==> src/rtl/cpu_mem_pkg.sv <==
// Shared encodings for the rv32i memory-port arbiter: FSM states, transaction owner
// and the byte-enable pattern used for instruction fetches.
package cpu_mem_pkg;

  localparam logic [1:0] IDLE = 2'd0;
  localparam logic [1:0] REQ  = 2'd1;
  localparam logic [1:0] RSP  = 2'd2;

  localparam logic OWN_IF = 1'b0;
  localparam logic OWN_D  = 1'b1;

  // Wide enough for any DATA_W up to 128; users slice off DATA_W/8 bits.
  localparam int unsigned          MAX_BE_W   = 16;
  localparam logic [MAX_BE_W-1:0]  IF_BE_FULL = '1;

endpackage

==> src/rtl/mem_prio_arb.sv <==
// Combinational 2-way select: data wins unless fetch has waited out MAX_D_BURST data grants.
module mem_prio_arb #(
  parameter int unsigned MAX_D_BURST = 4,
  parameter int unsigned CNT_W       = 4
) (
  input  logic             if_req,
  input  logic             d_req,
  input  logic [CNT_W-1:0] burst_cnt,
  output logic             grant_if,
  output logic             grant_d
);

  logic starved;

  assign starved = (burst_cnt >= CNT_W'(MAX_D_BURST));

  always_comb begin
    grant_if = if_req & (~d_req | starved);
    grant_d  = d_req & (~if_req | ~starved);
  end

endmodule

==> src/rtl/mem_port_arbiter.sv <==
// Shares one single-ported memory between fetch and load/store, one transaction in flight,
// data priority with a starvation bound for fetch.
module mem_port_arbiter
  import cpu_mem_pkg::*;
#(
  parameter int unsigned ADDR_W      = 32,
  parameter int unsigned DATA_W      = 32,
  parameter int unsigned MAX_D_BURST = 4
) (
  input  logic                clk,
  input  logic                rst,
  input  logic                if_req,
  input  logic [ADDR_W-1:0]   if_addr,
  output logic                if_gnt,
  output logic                if_rvalid,
  output logic [DATA_W-1:0]   if_rdata,
  input  logic                d_req,
  input  logic                d_we,
  input  logic [DATA_W/8-1:0] d_be,
  input  logic [ADDR_W-1:0]   d_addr,
  input  logic [DATA_W-1:0]   d_wdata,
  output logic                d_gnt,
  output logic                d_rvalid,
  output logic [DATA_W-1:0]   d_rdata,
  output logic                mem_req,
  output logic                mem_we,
  output logic [DATA_W/8-1:0] mem_be,
  output logic [ADDR_W-1:0]   mem_addr,
  output logic [DATA_W-1:0]   mem_wdata,
  input  logic                mem_gnt,
  input  logic                mem_rvalid,
  input  logic [DATA_W-1:0]   mem_rdata,
  output logic                err
);

  localparam int unsigned BE_W  = DATA_W / 8;
  localparam int unsigned CNT_W = 4;

  logic [1:0]        state_q, state_d;
  logic              owner_q;
  logic              we_q;
  logic [BE_W-1:0]   be_q;
  logic [ADDR_W-1:0] addr_q;
  logic [DATA_W-1:0] wdata_q;
  logic [CNT_W-1:0]  burst_q;
  logic              if_rvalid_q, d_rvalid_q;
  logic [DATA_W-1:0] if_rdata_q, d_rdata_q;
  logic              err_q;

  logic grant_if, grant_d;
  logic idle, accept, rsp_done;

  mem_prio_arb #(
    .MAX_D_BURST (MAX_D_BURST),
    .CNT_W       (CNT_W)
  ) u_prio_arb (
    .if_req    (if_req),
    .d_req     (d_req),
    .burst_cnt (burst_q),
    .grant_if  (grant_if),
    .grant_d   (grant_d)
  );

  assign idle     = (state_q == IDLE);
  assign accept   = idle & (grant_if | grant_d);
  assign rsp_done = (state_q == RSP) & mem_rvalid;

  always_comb begin
    state_d = state_q;
    case (state_q)
      IDLE:    if (accept) state_d = REQ;
      REQ:     if (mem_gnt) state_d = RSP;
      RSP:     if (mem_rvalid) state_d = IDLE;
      default: state_d = IDLE;
    endcase
  end

  always_ff @(posedge clk or posedge rst) begin
    if (rst) begin
      state_q <= IDLE;
    end else begin
      state_q <= state_d;
    end
  end

  // Latch the winning request; fetches always read the full word.
  always_ff @(posedge clk or posedge rst) begin
    if (rst) begin
      owner_q <= OWN_IF;
      we_q    <= 1'b0;
      be_q    <= '0;
      addr_q  <= '0;
      wdata_q <= '0;
    end else if (accept) begin
      if (grant_d) begin
        owner_q <= OWN_D;
        we_q    <= d_we;
        be_q    <= d_be;
        addr_q  <= d_addr;
        wdata_q <= d_wdata;
      end else begin
        owner_q <= OWN_IF;
        we_q    <= 1'b0;
        be_q    <= IF_BE_FULL[BE_W-1:0];
        addr_q  <= if_addr;
        wdata_q <= '0;
      end
    end
  end

  // Counts data grants taken while fetch was waiting.
  always_ff @(posedge clk or posedge rst) begin
    if (rst) begin
      burst_q <= '0;
    end else if (accept) begin
      if (grant_if) begin
        burst_q <= '0;
      end else if (if_req && (burst_q < CNT_W'(MAX_D_BURST))) begin
        burst_q <= burst_q + 4'd1;
      end
    end
  end

  always_ff @(posedge clk or posedge rst) begin
    if (rst) begin
      if_rvalid_q <= 1'b0;
      d_rvalid_q  <= 1'b0;
      if_rdata_q  <= '0;
      d_rdata_q   <= '0;
    end else begin
      if_rvalid_q <= rsp_done & (owner_q == OWN_IF);
      d_rvalid_q  <= rsp_done & (owner_q == OWN_D);
      if (rsp_done) begin
        if (owner_q == OWN_D) begin
          d_rdata_q <= we_q ? '0 : mem_rdata;
        end else begin
          if_rdata_q <= mem_rdata;
        end
      end
    end
  end

  // A response with nothing outstanding is a protocol violation; it is dropped.
  always_ff @(posedge clk or posedge rst) begin
    if (rst) begin
      err_q <= 1'b0;
    end else if (mem_rvalid && (state_q != RSP)) begin
      err_q <= 1'b1;
    end
  end

  assign if_gnt    = idle & grant_if;
  assign d_gnt     = idle & grant_d;
  assign if_rvalid = if_rvalid_q;
  assign if_rdata  = if_rdata_q;
  assign d_rvalid  = d_rvalid_q;
  assign d_rdata   = d_rdata_q;
  assign mem_req   = (state_q == REQ);
  assign mem_we    = we_q;
  assign mem_be    = be_q;
  assign mem_addr  = addr_q;
  assign mem_wdata = wdata_q;
  assign err       = err_q;

  // Requesters must hold their fields while waiting for a grant.
  if_stable_a : assert property (@(posedge clk) disable iff (rst)
    (if_req && $past(if_req && !if_gnt)) |-> (if_addr == $past(if_addr)));

  d_stable_a : assert property (@(posedge clk) disable iff (rst)
    (d_req && $past(d_req && !d_gnt)) |->
      ({d_we, d_be, d_addr, d_wdata} == $past({d_we, d_be, d_addr, d_wdata})));

endmodule

==> config.mk <==
export PLATFORM = sky130hd
export DESIGN_NAME = mem_port_arbiter
export DESIGN_NICKNAME = d
export VERILOG_FILES = /design/src/rtl/cpu_mem_pkg.sv /design/src/rtl/mem_prio_arb.sv /design/src/rtl/mem_port_arbiter.sv
export SDC_FILE = /design/constraint.sdc
export NUM_CORES = 1
export LEC_CHECK = 0
export ABC_CLOCK_PERIOD_IN_PS = 10350
export CORE_MARGIN = 2
export CORE_UTILIZATION = 40
export CTS_BUF_LIST = sky130_fd_sc_hd__clkbuf_16
export CTS_CLUSTER_DIAMETER = 30
export CTS_CLUSTER_SIZE = 10
export DETAILED_ROUTE_END_ITERATION = 12
export PLACE_DENSITY = 0.79
export SETUP_SLACK_MARGIN = 0.1
export SYNTH_ARGS = -nofsm -noshare
export SYNTH_HDL_FRONTEND = slang
export SYNTH_HIERARCHICAL = 1
export SYNTH_SLANG_ARGS = --single-unit
==> constraint.sdc <==
create_clock -name clk -period 10.35 [get_ports clk]
set_input_delay 1.5525 -clock clk [delete_from_list [all_inputs] [get_ports clk]]
set_output_delay 1.5525 -clock clk [all_outputs]
set_load 0.02 [all_outputs]
* After elaboration in Yosys (flattened, before gate mapping)
Cells that the tools add are included.
Widths: inputs -> output; s select.
** Storage, ports and cells
- Register bits :: 143
- Input bits :: 139
- Output and inout port bits :: 139
- Word-level logic and storage cells :: 56
** Operators by class
- Add/subtract/negate cells :: 1
- Magnitude comparators :: 2
- Equal/unequal tests :: 6
- Muxes and demuxes :: 12
- Bitwise operators :: 15
- Reduce and logical (&&, ||, !) cells :: 8
** Operators by type and width (count)
- $mux 32 :: 3
- $mux 4 :: 3
- $and 1x1->1 :: 8
- $mux 2 :: 3
- $pmux 2 s3 :: 1
- $reduce_and 2->1 :: 3
- $add 4x1->4 const B :: 1
- $ge 4x3->1 const B :: 1
- $lt 4x3->1 const B :: 1
- $ne 2x1->1 const B :: 2
- $ne 2x2->1 const B :: 2
- $not 1->1 :: 4
- $or 1x1->1 :: 3
- $reduce_and 3->1 :: 1
- $eq 2x1->1 const B :: 1
- $eq 2x2->1 const B :: 1
- $logic_and 1x1->1 :: 2
- $logic_not 2->1 :: 1
- $mux 1 :: 2
- $reduce_bool 2->1 :: 1

* Depth between registers and ports, before layout
- Depth in word-level cells :: 8
- Gate-level depth with buffers :: 7
- Depth with buffers taken out :: 6

* Cells and area by module
The synthesis kept the hierarchy.
** By module, submodules not included
- mem_port_arbiter :: instances 1, cells an instance 433, area an instance 5846.9 µm², seq. area each 3578.4 µm²
- mem_prio_arb :: instances 1, cells an instance 4, area an instance 22.5 µm², seq. area each 0.0 µm²

* Worst setup path after synthesis
No wires, ideal clock.
- Path kind :: input -> output
- From :: input if_req
- To :: output if_gnt
- Arrival time :: 2.607 ns
- Data required time :: 8.797 ns
- Path slack :: 6.191 ns
- Cell stages on the path :: 4
- Buffers on the path :: 1
- Cell sequence :: a21boi_1 > or3b_2 > clkbuf_1 > inv_1
** On the way
- Longest elaborated chain between the ends :: 2
** RTL lines
- start: declaration :: RTL line mem_port_arbiter.sv:12 : input logic if_req,
- $and 1x1->1 :: RTL line mem_prio_arb.sv:18 : grant_if = if_req & (~d_req | starved);
- $and 1x1->1 :: RTL line mem_port_arbiter.sv:152 : assign if_gnt = idle & grant_if;
- end: declaration :: RTL line mem_port_arbiter.sv:14 : output logic if_gnt,
No other way between the ends.

* Worst setup path in the final report
- From :: input if_req
- To :: output if_gnt
** On the way
- Longest elaborated chain between the ends :: 2
** RTL lines
- $and 1x1->1 :: RTL line mem_prio_arb.sv:18
- via grant_if :: RTL line mem_port_arbiter.sv:50 : logic grant_if, grant_d;
- $and 1x1->1 :: RTL line mem_port_arbiter.sv:152
The timed path passes the listed nets, and every way through them passes these cells.

==> impl_metrics.yaml <==
detailed_routing:
  drt-total-wl_um: 15570
  drc: 0
  detail_route.wl_per_cell_um: 17.15
  drtIter0Drc: 267
  ant_nets: 0
  dr.pass1.iters: 4
  via_per_inst: 4.935
  vias: 4481
yosys:
  synthTopCellsByArea: "dfrtp_1 61%, mux2_2 18%, a22o_1 4.9%"
  syn_area_um2: 5869
  synthesis.instances: 437
  yosysMostFrequentCell: "dfrtp_1"
  synth_edf_count: 0
  ys_warn_count: 6
  synth_top_area_frac: 0.6097
  ys_seq_area_frac: 0.6097
  synth_seq_cells: 143
  synth_nets: 577
  synth-main-ff-cell: "dfrtp_1"
  synth_top_area_cell: "dfrtp_1"
  synthTopCellsByCount: "143 x dfrtp_1, 93 x mux2_2, 39 x nand2_1"
  ys_async_sr_fraction: 1.000
  synth.avg_cell_area_um2: 13.43
  yosysUniqueCellTypes: 29
clocking:
  cts.sinks: 143
  cts_resized: 0
  clock_path_buffers: 2
  path_clk_slew_ns: 0.05
  cts-root-buf: "clkbuf_16"
  insertion_delay_ns: 0.41
  postCtsHoldBufs: 0
  numCtsBuffers: 17
  post_cts.repair.setup_buffers: 0
  h-tree-depth: 4
  cts_tree: "built"
global_route:
  grt_use_total: 0.1987
  grt_overflow: 0
  grt_max_degree: 86
  grt_pass1_vias: 4803
  antenna_found_initial: 0
  grt_pass1_wl_um: 24780
power_and_ir_drop:
  seqPwrFrac: 0.331
  p_int_mw: 1.873
  pwr-share-comb: 0.462
  total_power_mw: 2.888
  p_sw_mw: 1.014
  power_density_nw_per_um2: 309.2
  pwr-share-clk: 0.207
  ir_worst_vdd_uv: 144.8
  power.leakage_nw: 3.999
  p_sw_frac: 0.3512
critical_path:
  cp.arrival_ns: 3.70
  worst_ep_required_time_ns: 8.80
  worst-path-max-fanout: 6
  end_kind: "output port"
  critical_path_class: "input port to output port"
  r2r_slack_ns: 8.18
  start_kind: "input port"
  r2r-start: "burst_q[3]"
  r2r_cells: 6
  rr_endpoint: "mem_addr[31]"
outcome:
  status: "completed"
floorplanning:
  io_pins: 278
  die_h_um: 125.1
  start_util: 0.4069
  rows: 44
  core_area_um2: 14420
  die_w_um: 125.1
  dieArea_um2: 15660
placed_design:
  post-dp-hpwl_um: 11150
  io_buffers: 277
  placed_cells: 877
  globalplace.congestion: 0.7765
  placedInstanceArea_um2: 8762
  preCtsSetupSlack_ns: 5.098
final_layout:
  nets: 852
  final_core_util: 0.6474
  antennaDiodeCount: 0
  n_fill_cell: 1078
  final_cells: 908
  drive_gt1_frac: 0.1837
  areaGrowthSynthToFinish_pct: 59.09
  design_area_um2: 9338
sta:
  fin_ws_ns: 5.100
  tns_ns: 0
  tightest_slew_ns: 1.058
  slew_headroom: 0.2944
  max_clock_freq_mhz: 190.5
  hold_ws_ns: 0.4628
  hold_violations: 0
  fin_crit_sh: 0.5073
  rsz0062_at_grt: "no"
  finalClockSkew_ns: 0.006683
  finalMaxSlewViolations: 0
  setup_viol: 0
  post-route-min-period_ns: 5.250
min_path:
  min_to: "err"
  min_path_cells: 1
  hold_path.class: "register to register"
  hp-start: "err"
run:
  max_cap_viol_count: 0
==> worst max path at each step <==
stage,start,to,cells past startpoint
detailed placement,if_req,if_gnt,5
global route,if_req,if_gnt,5
floorplan,rst,burst_q[0],1
finish,if_req,if_gnt,5
global placement,if_req,if_gnt,5
CTS,if_req,if_gnt,5
==> worst max-delay path, stage by stage <==
cell,delay [ns]
clkdlybuf4s50_1,0.51
a21boi_1,0.38
or3b_2,0.56
inv_1,0.09
clkdlybuf4s50_1,0.61
==> cell families after synthesis <==
family	Yosys count	synth area share
muxes	98	0.1876
adders and majority gates	1	0.002131
buffers and inverters	34	0.03240
AOI/OAI and AO/OA	77	0.09167
and+or+nand+nor	84	0.07653
DFF	143	0.6097
==> state kept, by name, indices dropped and copies added (netlist names) <==
signal     flops
burst_q        4
d_rdata       32
d_rvalid       1
err            1
if_rdata      32
if_rvalid      1
mem_addr      32
mem_be         4
mem_wdata     32
mem_we         1
owner_q        1
state_q        2
==> layout make-up <==
class                      instances  area (µm²)  share of cell area
sequential                       143        3578              0.3832
timing repair buffer             284        2825              0.3026
multi-input combinational        260        2101              0.2250
clock buffer                      17       425.4             0.04556
tap                              184       230.2             0.02465
clock inverter                    14       150.1             0.01608
inverter                           6       27.53            0.002948
==> power by group through the flow <==
stage          clock, mW  sequential [mW]  combinational, mW
2_1_floorplan          0             1.24              0.409
3_3_place_gp           0            0.944               1.31
3_5_place_dp           0            0.959               1.34
4_1_cts            0.609            0.956               1.35
5_1_grt            0.635            0.988               1.41
6_report           0.598            0.956               1.33
==> routing by layer <==
metal	GRT usage	wire (µm)	vias to the layer above
met3	0.06290	1172	29
met5	0	0	-
met4	0.08235	357	0
met2	0.3283	7640	191
li1	-	-	2076
met1	0.2422	6401	2185
==> cell usage in the layout, fill, tap and decap left out <==
master	n
inv_1	5
nand4b_1	1
o21a_1	1
buf_4	7
nor3b_4	1
a22o_1	33
nand2b_1	34
nand2_1	39
o21ai_1	2
dfrtp_1	143
mux2_2	93
o21ai_0	33
mux2_1	3
bufinv_16	3
ha_1	1
inv_2	1
clkinv_1	5
mux2i_1	2
nand2b_4	1
and2_1	2
or2_2	1
clkinv_4	1
or3b_2	1
clkinv_2	1
o21ai_2	1
clkdlybuf4s50_1	277
inv_6	2
a21o_1	1
nor2_1	3
clkbuf_16	17
a21boi_1	1
clkinvlp_4	2
o22a_1	4
o31ai_1	1
nand3_2	1
No activity file was read; power rests on OpenSTA's default activity.
